File: config.mk
export PLATFORM = sky130hd
export DESIGN_NAME = usb_host_xact_fsm
export DESIGN_NICKNAME = d
export VERILOG_FILES = /design/src/rtl/usb_host_xact_fsm.sv
export SDC_FILE = /design/constraint.sdc
export NUM_CORES = 1
export LEC_CHECK = 0
export CAP_MARGIN = 10
export CELL_PAD_IN_SITES_DETAIL_PLACEMENT = 1
export CELL_PAD_IN_SITES_GLOBAL_PLACEMENT = 2
export CORE_ASPECT_RATIO = 0.6
export CORE_MARGIN = 10
export CORE_UTILIZATION = 27
export DETAILED_ROUTE_END_ITERATION = 8
export PLACE_DENSITY = 0.84
export REMOVE_ABC_BUFFERS = 1
export SYNTH_ARGS = -nofsm -noshare
export SYNTH_HDL_FRONTEND = slang
export SYNTH_SLANG_ARGS = --single-unit
File: constraint.sdc
create_clock -name clk -period 3 [get_ports clk]
set_clock_uncertainty 0.2 [all_clocks]
set_input_delay 0.45 -clock clk [delete_from_list [all_inputs] [get_ports clk]]
set_output_delay 0.45 -clock clk [all_outputs]
set_load 0.1 [all_outputs]
File: src/rtl/usb_host_xact_fsm.sv
// rtl/usb_host_xact_fsm.sv - host-side USB transaction engine with data toggles and retry budget
//
// Ports:
//   clk, rst_b                       clock, asynchronous active-low reset
//   start, dir, addr, endp           request (dir 1=IN, 0=OUT), sampled only when idle
//   data_from_host                   OUT payload, latched on an accepted start
//   toggle_clr                       clear every DATA0/DATA1 toggle
//   pkt_sent                         encoder finished the current packet
//   pkt_received, crc_correct        decoder delivered a packet / its CRC verdict
//   pkt_in_pid, pkt_in_data          received packet contents
//   encode, kill                     one-cycle pulse: start encoding pkt_out_*
//   decode                           one-cycle pulse: arm the decoder
//   pkt_out_pid/addr/endp/data       packet to encode, held until the next encode
//   data_to_host                     last good IN payload
//   busy, done, status               progress and completion (00 OK, 01 retries, 10 stall, 11 bad ep)
module usb_host_xact_fsm #(
  parameter int DATA_W         = 64,
  parameter int NUM_EP         = 16,
  parameter int TIMEOUT_CYCLES = 255,
  parameter int MAX_RETRIES    = 8
) (
  input  logic              clk,
  input  logic              rst_b,
  input  logic              start,
  input  logic              dir,
  input  logic [6:0]        addr,
  input  logic [3:0]        endp,
  input  logic [DATA_W-1:0] data_from_host,
  input  logic              toggle_clr,
  input  logic              pkt_sent,
  input  logic              pkt_received,
  input  logic              crc_correct,
  input  logic [3:0]        pkt_in_pid,
  input  logic [DATA_W-1:0] pkt_in_data,
  output logic              encode,
  output logic              kill,
  output logic              decode,
  output logic [3:0]        pkt_out_pid,
  output logic [6:0]        pkt_out_addr,
  output logic [3:0]        pkt_out_endp,
  output logic [DATA_W-1:0] pkt_out_data,
  output logic [DATA_W-1:0] data_to_host,
  output logic              busy,
  output logic              done,
  output logic [1:0]        status
);

  localparam logic [3:0] PID_OUT   = 4'b0001;
  localparam logic [3:0] PID_IN    = 4'b1001;
  localparam logic [3:0] PID_DATA0 = 4'b0011;
  localparam logic [3:0] PID_DATA1 = 4'b1011;
  localparam logic [3:0] PID_ACK   = 4'b0010;
  localparam logic [3:0] PID_NAK   = 4'b1010;
  localparam logic [3:0] PID_STALL = 4'b1110;

  localparam logic [1:0] ST_OK        = 2'b00;
  localparam logic [1:0] ST_EXHAUSTED = 2'b01;
  localparam logic [1:0] ST_STALL     = 2'b10;
  localparam logic [1:0] ST_BAD_EP    = 2'b11;

  localparam int LCW = $clog2(TIMEOUT_CYCLES + 1);
  localparam int ECW = $clog2(MAX_RETRIES + 1);
  localparam logic [LCW-1:0] LISTEN_LAST = LCW'(TIMEOUT_CYCLES - 1);
  localparam logic [ECW-1:0] ERR_LAST    = ECW'(MAX_RETRIES - 1);
  localparam logic [4:0]     NUM_EP_L    = 5'(NUM_EP);

  typedef enum logic [2:0] {IDLE, TOK_WAIT, DATA_WAIT, OUT_LISTEN, IN_LISTEN, HS_WAIT} state_t;
  // What to do once the handshake we are sending has left the encoder.
  typedef enum logic [1:0] {HS_EXIT_OK, HS_EXIT_RETOKEN, HS_EXIT_RELISTEN} hs_exit_t;

  state_t            state;
  hs_exit_t          hs_exit;
  logic              dir_q;
  logic [6:0]        addr_q;
  logic [3:0]        endp_q;
  logic [DATA_W-1:0] data_q;
  logic [ECW-1:0]    err_cnt;
  logic [LCW-1:0]    listen_cnt;
  // Indexed directly by the 4-bit endpoint; entries at or above NUM_EP are never flipped.
  logic [15:0]       tog_in;
  logic [15:0]       tog_out;

  logic       ep_bad, err_last, timeout, cur_tog_in, cur_tog_out, rx_good, rx_is_data;
  logic [3:0] data_pid_out;

  assign ep_bad       = {1'b0, endp} >= NUM_EP_L;
  assign err_last     = (err_cnt == ERR_LAST);
  assign timeout      = (listen_cnt == LISTEN_LAST);
  assign cur_tog_in   = tog_in[endp_q];
  assign cur_tog_out  = tog_out[endp_q];
  assign rx_good      = pkt_received && crc_correct;
  assign rx_is_data   = rx_good && ((pkt_in_pid == PID_DATA0) || (pkt_in_pid == PID_DATA1));
  assign data_pid_out = cur_tog_out ? PID_DATA1 : PID_DATA0;

  always_ff @(posedge clk or negedge rst_b) begin
    if (!rst_b) begin
      state        <= IDLE;
      hs_exit      <= HS_EXIT_OK;
      dir_q        <= 1'b0;
      addr_q       <= '0;
      endp_q       <= '0;
      data_q       <= '0;
      err_cnt      <= '0;
      listen_cnt   <= '0;
      tog_in       <= '0;
      tog_out      <= '0;
      encode       <= 1'b0;
      kill         <= 1'b0;
      decode       <= 1'b0;
      pkt_out_pid  <= '0;
      pkt_out_addr <= '0;
      pkt_out_endp <= '0;
      pkt_out_data <= '0;
      data_to_host <= '0;
      busy         <= 1'b0;
      done         <= 1'b0;
      status       <= ST_OK;
    end else begin
      encode <= 1'b0;
      kill   <= 1'b0;
      decode <= 1'b0;
      done   <= 1'b0;
      case (state)
        IDLE: begin
          // busy lingers through the done cycle, so a start there is ignored.
          busy <= 1'b0;
          if (start && !busy) begin
            if (ep_bad) begin
              done   <= 1'b1;
              status <= ST_BAD_EP;
            end else begin
              busy         <= 1'b1;
              dir_q        <= dir;
              addr_q       <= addr;
              endp_q       <= endp;
              data_q       <= data_from_host;
              err_cnt      <= '0;
              encode       <= 1'b1;
              kill         <= 1'b1;
              pkt_out_pid  <= dir ? PID_IN : PID_OUT;
              pkt_out_addr <= addr;
              pkt_out_endp <= endp;
              pkt_out_data <= '0;
              state        <= TOK_WAIT;
            end
          end
        end
        TOK_WAIT: begin
          if (pkt_sent) begin
            if (dir_q) begin
              decode     <= 1'b1;
              listen_cnt <= '0;
              state      <= IN_LISTEN;
            end else begin
              encode       <= 1'b1;
              kill         <= 1'b1;
              pkt_out_pid  <= data_pid_out;
              pkt_out_data <= data_q;
              state        <= DATA_WAIT;
            end
          end
        end
        DATA_WAIT: begin
          if (pkt_sent) begin
            decode     <= 1'b1;
            listen_cnt <= '0;
            state      <= OUT_LISTEN;
          end
        end
        OUT_LISTEN: begin
          listen_cnt <= listen_cnt + 1'b1;
          if (rx_good && pkt_in_pid == PID_ACK) begin
            tog_out[endp_q] <= ~cur_tog_out;
            done            <= 1'b1;
            status          <= ST_OK;
            state           <= IDLE;
          end else if (rx_good && pkt_in_pid == PID_STALL) begin
            done   <= 1'b1;
            status <= ST_STALL;
            state  <= IDLE;
          end else if (pkt_received || timeout) begin
            if (err_last) begin
              done   <= 1'b1;
              status <= ST_EXHAUSTED;
              state  <= IDLE;
            end else begin
              // Resend the same DATAx: the toggle only advances on ACK.
              err_cnt      <= err_cnt + 1'b1;
              encode       <= 1'b1;
              kill         <= 1'b1;
              pkt_out_pid  <= data_pid_out;
              pkt_out_data <= data_q;
              state        <= DATA_WAIT;
            end
          end
        end
        IN_LISTEN: begin
          listen_cnt <= listen_cnt + 1'b1;
          if (rx_is_data && (pkt_in_pid[3] == cur_tog_in)) begin
            data_to_host   <= pkt_in_data;
            tog_in[endp_q] <= ~cur_tog_in;
            encode         <= 1'b1;
            kill           <= 1'b1;
            pkt_out_pid    <= PID_ACK;
            pkt_out_data   <= '0;
            hs_exit        <= HS_EXIT_OK;
            state          <= HS_WAIT;
          end else if (rx_good && pkt_in_pid == PID_STALL) begin
            done   <= 1'b1;
            status <= ST_STALL;
            state  <= IDLE;
          end else if (pkt_received || timeout) begin
            if (err_last) begin
              done   <= 1'b1;
              status <= ST_EXHAUSTED;
              state  <= IDLE;
            end else begin
              err_cnt <= err_cnt + 1'b1;
              if (pkt_received && !crc_correct) begin
                encode       <= 1'b1;
                kill         <= 1'b1;
                pkt_out_pid  <= PID_NAK;
                pkt_out_data <= '0;
                hs_exit      <= HS_EXIT_RELISTEN;
                state        <= HS_WAIT;
              end else if (rx_is_data) begin
                // Duplicate of a packet we already took: ACK it so the device advances.
                encode       <= 1'b1;
                kill         <= 1'b1;
                pkt_out_pid  <= PID_ACK;
                pkt_out_data <= '0;
                hs_exit      <= HS_EXIT_RETOKEN;
                state        <= HS_WAIT;
              end else begin
                encode       <= 1'b1;
                kill         <= 1'b1;
                pkt_out_pid  <= PID_IN;
                pkt_out_data <= '0;
                state        <= TOK_WAIT;
              end
            end
          end
        end
        HS_WAIT: begin
          if (pkt_sent) begin
            case (hs_exit)
              HS_EXIT_OK: begin
                done   <= 1'b1;
                status <= ST_OK;
                state  <= IDLE;
              end
              HS_EXIT_RETOKEN: begin
                encode       <= 1'b1;
                kill         <= 1'b1;
                pkt_out_pid  <= PID_IN;
                pkt_out_data <= '0;
                state        <= TOK_WAIT;
              end
              default: begin
                decode     <= 1'b1;
                listen_cnt <= '0;
                state      <= IN_LISTEN;
              end
            endcase
          end
        end
        default: state <= IDLE;
      endcase
      // Clearing takes priority over any flip scheduled above.
      if (toggle_clr) begin
        tog_in  <= '0;
        tog_out <= '0;
      end
    end
  end

endmodule

==> results of run 1 <==
-- worst max-delay path by stage --
stage | startpoint | to | slack, ps | cells after the start
final | endp_q[2] | pkt_out_data[46] | -10 | 9
after global routing | endp_q[2] | pkt_out_data[38] | -80 | 9
after CTS | endp_q[2] | pkt_out_data[20] | 5 | 10
after detailed placement | pkt_received | err_cnt[3] | -30 | 7
after global placement | pkt_received | err_cnt[3] | 50 | 7
after floorplan | busy | hs_exit[1] | -8310 | 6
-- state kept, by name, summed over array words and instances (netlist names), 4 cells and up --
register / flops
data_q: 64
data_to_host: 64
pkt_out_data: 64
tog_in: 16
tog_out: 16
listen_cnt: 8
pkt_out_addr: 7
endp_q: 4
err_cnt: 4
-- placed cells by master, fill, tap and decap left out, types with 36 or more instances in the layout --
cell / synthesis / final
mux2_2: 79 / 79
nand2_1: 233 / 232
clkdlybuf4s50_1: 0 / 149
nand3_1: 76 / 51
o21ai_0: 102 / 62
clkbuf_16: 0 / 36
dfrtp_1: 262 / 262
o21ai_1: 19 / 49
inv_1: 69 / 69
buf_4: 3 / 184
-- timing repair --
action,4_1_cts,5_1_grt
setup buffers,0,5
gates cloned,0,9
hold endpoints to repair,50,0
pin swaps,0,11
gates resized for setup,2,90
endpoints found under the setup margin,1,88
hold buffers,1,0
-- logic make-up after synthesis --
family                     Yosys count  share of synthesized area
xor gates and xnor gates             7                    0.00550
AOI/OAI and AO/OA                  184                     0.0923
muxes                               91                      0.101
and+or+nand+nor                    399                      0.157
DFF                                262                      0.588
adders and majority gates            3                    0.00337
buffers and inverters              138                     0.0529
other                                1                   0.000336
-- critical path, delay by kind of cell, from the launching register on --
kind	cells	cell delay (ps)
AO/OA/AOI/OAI	2	340
flip-flops	1	400
buffers and inverters	4	570
multiplexers	2	1180
XOR/XNOR	1	200
-- cell type report --
class                      count  area, um2
timing repair buffer         364       3460
multi-input combinational    685       4220
fill                        4495      24500
tap                          531        664
sequential                   262       6560
clock buffer                  39        823
inverter                      69        259
clock inverter                13        170
-- cells in the mapped netlist, types with 3 or more instances --
cell type  count  area share
nor2_1        32       0.011
inv_1         69       0.023
buf_4          3      0.0020
a41oi_1        3      0.0024
and3_1         5      0.0028
a31oi_1        5      0.0028
o21ai_0      102       0.046
nand3_1       76       0.034
buf_6          7      0.0071
and2_1         4      0.0022
mux2_2        79       0.080
nand2_1      233       0.078
ha_1           3      0.0034
o31ai_1        4      0.0027
o21ai_1       19      0.0085
dfrtp_1      262        0.59
xor2_1         6      0.0047
nor2b_1       24       0.013
o22ai_1        3      0.0017
nand2b_1       4      0.0022
clkbuf_1      51       0.017
nand4_1        5      0.0028
nor3_1         3      0.0013
a21oi_1       29       0.013
buf_2          6      0.0027
mux2i_1        3      0.0027
mux4_2         8       0.016
-- power by group --
group	internal (mW)	switching (mW)
sequential	4.66	0.810
clock	2.25	1.53
combinational	2.85	7.07
-- metal layers --
layer	wire length, um	vias to the layer above	share of wire
met3	2210	39	0.056
met2	19200	192	0.48
met1	17700	4775	0.45
met4	562	0	0.014
li1	-	4274	-
met5	0	-	0
-- metrics by stage --
step / std cells / util / total power, mW / hold WS [ps]
floorplan: 1016 / - / 11.9 / -45.6
global placement: 1898 / 0.361 / 14.4 / 244
detailed placement: 1898 / 0.361 / 14.6 / 232
CTS: 1951 / 0.386 / 18.5 / 191
global route: 1963 / 0.398 / 20.1 / 211
finish: 1963 / 0.398 / 19.2 / 203
==> results.json, run 1 <==
{
  "worstMarginPinSlew_ps": 975,
  "netlist_instances": 1085,
  "cts_tree": "done",
  "hold_class": "input port to async pin",
  "hold_viol_final": 0,
  "fin_crit_ps": 3010,
  "synth_edf_count": 0,
  "report.final.setup_viol": 11,
  "fin_ws_ps": -13.1,
  "die_h_um": 177,
  "die_x_um": 282,
  "cp_max_fo": 7,
  "vias_per_cell": 4.73,
  "worstSetupEndpointType": "register",
  "ys_ff_latch": 262,
  "post-route-period-util": 1.00,
  "design_area_um2": 16200,
  "status": "finished, violations left",
  "grt_pass1_vias": 9799,
  "worst-endpoint-required_ps": 3240,
  "critPathArrivalTime_ps": 3250,
  "die-area_um2": 50100,
  "setup-tns-final_ps": -37.5,
  "timing.rr.start": "endp_q[2]",
  "irDropWorstVdd_uv": 1040,
  "max_stage_delay_ps": 640,
  "preCtsSetupSlack_ps": -26.4,
  "finalMaxSlewViolations": 0,
  "initial_core_util": 0.274,
  "yosysSeqAreaShare": 0.588,
  "max_freq_mhz": 332,
  "cellLeakagePower_nw": 7.38,
  "portBuffers": 299,
  "cts_buffer_depth": 3,
  "dr.pass1.iters": 4,
  "critical_path_class": "register to register",
  "post-route-drc-count": 0,
  "vias": 9280,
  "crit_chain": "mux4_4 -> mux4_2 -> xor2_4 -> o211ai_4 -> buf_12 -> buf_12 -> buf_12 -> clkbuf_16 -> o21ai_1",
  "root_buffer": "clkbuf_16",
  "r2r_end": "pkt_out_data[46]",
  "numCtsBuffers": 28,
  "busiest_layer": "met2",
  "crit_top_cell": "buf_12",
  "cts_max_level": 1,
  "rsz0062_at_grt": "true",
  "avgSynthCellArea_um2": 10.3,
  "cts.clk_slew.worst_paths_ps": 70,
  "rr_worst_depth": 9,
  "core_area_um2": 40700,
  "synth_area_um2": 11200,
  "rrSetupSlack_ps": -10,
  "max-slew-margin-rel": 0.350,
  "grt_use_met1": 0.193,
  "slowest_stage": "mux4_4",
  "gp_congestion": 0.798,
  "dpl.hpwl_um": 27800,
  "drv_cap": 0,
  "ys_async_sr_fraction": 1.00,
  "dominantRegCellSynth": "dfrtp_1",
  "post_dp_cell_area_um2": 14700,
  "wl_per_cell_um": 20.3,
  "synth_cell_types": 56,
  "row_count": 57,
  "drt-total-wl_um": 39800,
  "final_nets": 1564,
  "drt-initial-drc-count": 507,
  "yosysWarnings": 0,
  "synthToLayoutAreaGrowth_pct": 44.9,
  "track_usage": 0.148,
  "power.density_nw_per_um2": 1190,
  "grt_use_met3": 0.0400,
  "overflow": 0,
  "insertion_delay_ps": 560,
  "grt_pass1_wl_um": 59000,
  "grt_antenna_before_repair": 0,
  "start_kind": "register",
  "antenna_cells": 0,
  "violations": "setup timing",
  "drive_gt1_frac": 0.277,
  "ioPinCount": 301,
  "cts.sinks": 262,
  "use_met2": 0.247,
  "drtAntennaViolNets": 0,
  "grt_max_degree": 70
}
No activity file was read; power rests on OpenSTA's default activity.
==> run 2: changes to the inputs <==
Settings changed: CORE_UTILIZATION 27 to 30, PLACE_DENSITY 0.84 to 0.88.
Clock period 3 ns to 3.2 ns, I/O delays scaled along.
==> results.json, run 2 (synthesis gave the netlist of run 1 again) <==
{
  "irDropWorstVdd_uv": 706,
  "ioPinCount": 301,
  "finalMaxSlewViolations": 0,
  "vias_per_cell": 4.83,
  "hold_class": "input port to register",
  "portBuffers": 299,
  "overflow": 0,
  "cts.sinks": 262,
  "die_h_um": 169,
  "final_nets": 1546,
  "grt_pass1_vias": 9923,
  "drt-initial-drc-count": 479,
  "status": "finished clean",
  "gp_congestion": 0.814,
  "row_count": 54,
  "max-slew-margin-rel": 0.448,
  "cts_max_level": 1,
  "die-area_um2": 45500,
  "power.density_nw_per_um2": 1100,
  "worstMarginPinSlew_ps": 828,
  "cts_tree": "done",
  "wl_per_cell_um": 20.4,
  "worst-endpoint-required_ps": 3480,
  "root_buffer": "clkbuf_16",
  "insertion_delay_ps": 570,
  "startpoint": "endp_q[2]",
  "hold_viol_final": 0,
  "critical_path_class": "register to register",
  "drive_gt1_frac": 0.242,
  "r2r_end": "pkt_out_data[23]",
  "drv_cap": 0,
  "critPathArrivalTime_ps": 3290,
  "drt-total-wl_um": 38600,
  "max_freq_mhz": 333,
  "cts.clk_slew.worst_paths_ps": 70,
  "grt_max_degree": 77,
  "core_area_um2": 36500,
  "grt_pass1_wl_um": 60000,
  "min_delay_worst_endpoint": "data_to_host[54]",
  "die_x_um": 269,
  "start_kind": "register",
  "preCtsSetupSlack_ps": 105,
  "cp_max_fo": 20,
  "post-route-period-util": 0.940,
  "final_common_cell": "dfrtp_1",
  "dpl.hpwl_um": 27600,
  "post-route-drc-count": 0,
  "vias": 9139,
  "synthToLayoutAreaGrowth_pct": 39.3,
  "hold_path.startpoint": "pkt_in_data[54]",
  "timing.rr.start": "endp_q[2]",
  "initial_core_util": 0.306,
  "rsz0062_at_grt": "false",
  "track_usage": 0.165,
  "rr_worst_depth": 10,
  "final_cell_mix": "dfrtp_1 (262), nand2_1 (232), buf_4 (181)",
  "dr.pass1.iters": 4,
  "fin_util": 0.426,
  "reg.largest.list": "data_q x64, data_to_host x64, pkt_out_data x64",
  "cellLeakagePower_nw": 7.16,
  "worstSetupEndpointType": "register",
  "cts_buffer_depth": 3,
  "fin_ws_ps": 193,
  "fin_crit_ps": 3010,
  "grt_antenna_before_repair": 2,
  "holdPathStages": 3,
  "drtAntennaViolNets": 0,
  "rrSetupSlack_ps": 190,
  "report.final.setup_viol": 0,
  "numCtsBuffers": 29
}
-- run 2: cell count changes in the layout (fill, tap and decap cells not counted), moves of 3 or more --
cell,before,now
o21ai_0,62,102
o21ai_1,49,19
nand3_1,51,76
nand3_2,25,0
o21ai_2,10,0
buf_6,5,1
buf_8,5,1
clkbuf_16,36,32
buf_12,11,8
buf_4,184,181
bufinv_16,4,1
clkinvlp_4,2,5
-- run 2: per-layer routing --
| layer | global-route usage | part of all wire |
|---|---|---|
| met1 | 0.220 | 0.45 |
| met2 | 0.261 | 0.47 |
| met3 | 0.0531 | 0.068 |
| met4 | 0.0314 | 0.018 |
| met5 | 0 | 0 |
-- run 2: cell type report --
| class | count | area (um2) |
|---|---|---|
| diodes | 2 | 5.00 |
| inverters | 69 | 259 |
| repair buffers | 345 | 3150 |
| clock inverters | 16 | 125 |
| flip-flops and latches | 262 | 6560 |
| multi-input cells | 685 | 4030 |
| fillers | 4082 | 20900 |
| well taps | 476 | 596 |
| clock buffers | 38 | 820 |
-- run 2: critical path, stage by stage (launching register included) --
cell,delay [ps]
dfrtp_1,370
buf_4,160
mux4_2,490
mux4_2,520
xor2_1,170
buf_4,170
o211ai_4,230
buf_12,200
buf_16,170
nand3_1,90
o21ai_0,130
-- run 2: how the worst max path moves through the flow --
| stage | to | slack (ps) | depth (start not counted) |
|---|---|---|---|
| 4_1_cts | pkt_out_data[23] | 90 | 10 |
| 3_5_place_dp | pkt_out_data[19] | 110 | 10 |
| 5_1_grt | data_to_host[53] | 30 | 10 |
| 3_3_place_gp | pkt_out_data[53] | 210 | 10 |
| 2_1_floorplan | hs_exit[1] | -8110 | 6 |
| 6_report | pkt_out_data[23] | 190 | 10 |
-- run 2: power by group --
| part | internal (mW) | total [mW] | switching [mW] |
|---|---|---|---|
| registers | 4.37 | 5.03 | 0.658 |
| logic | 2.27 | 8.71 | 6.44 |
| clock network | 1.89 | 3.34 | 1.45 |
| total | 8.53 | 17.1 | 8.55 |
-- run 2: what timing repair did --
item,CTS,global route
endpoints found under the hold margin,62,0
hold buffers,1,0
buffers inserted,0,1
setup endpoints to repair,0,19
resized for setup,0,2
-- run 2: through the flow --
stage / instances / TNS (ps) / hold WS (ps) / power (mW) / area [um2]
floorplan: 1016 / -1211400 / -15.6 / 11.1 / 10800
global placement: 1832 / 0 / 251 / 13.4 / 14500
detailed placement: 1832 / 0 / 257 / 13.7 / 14500
CTS: 1887 / 0 / 203 / 17.1 / 15400
global route: 1892 / 0 / 223 / 17.9 / 15500
finish: 1893 / 0 / 238 / 17.1 / 15500
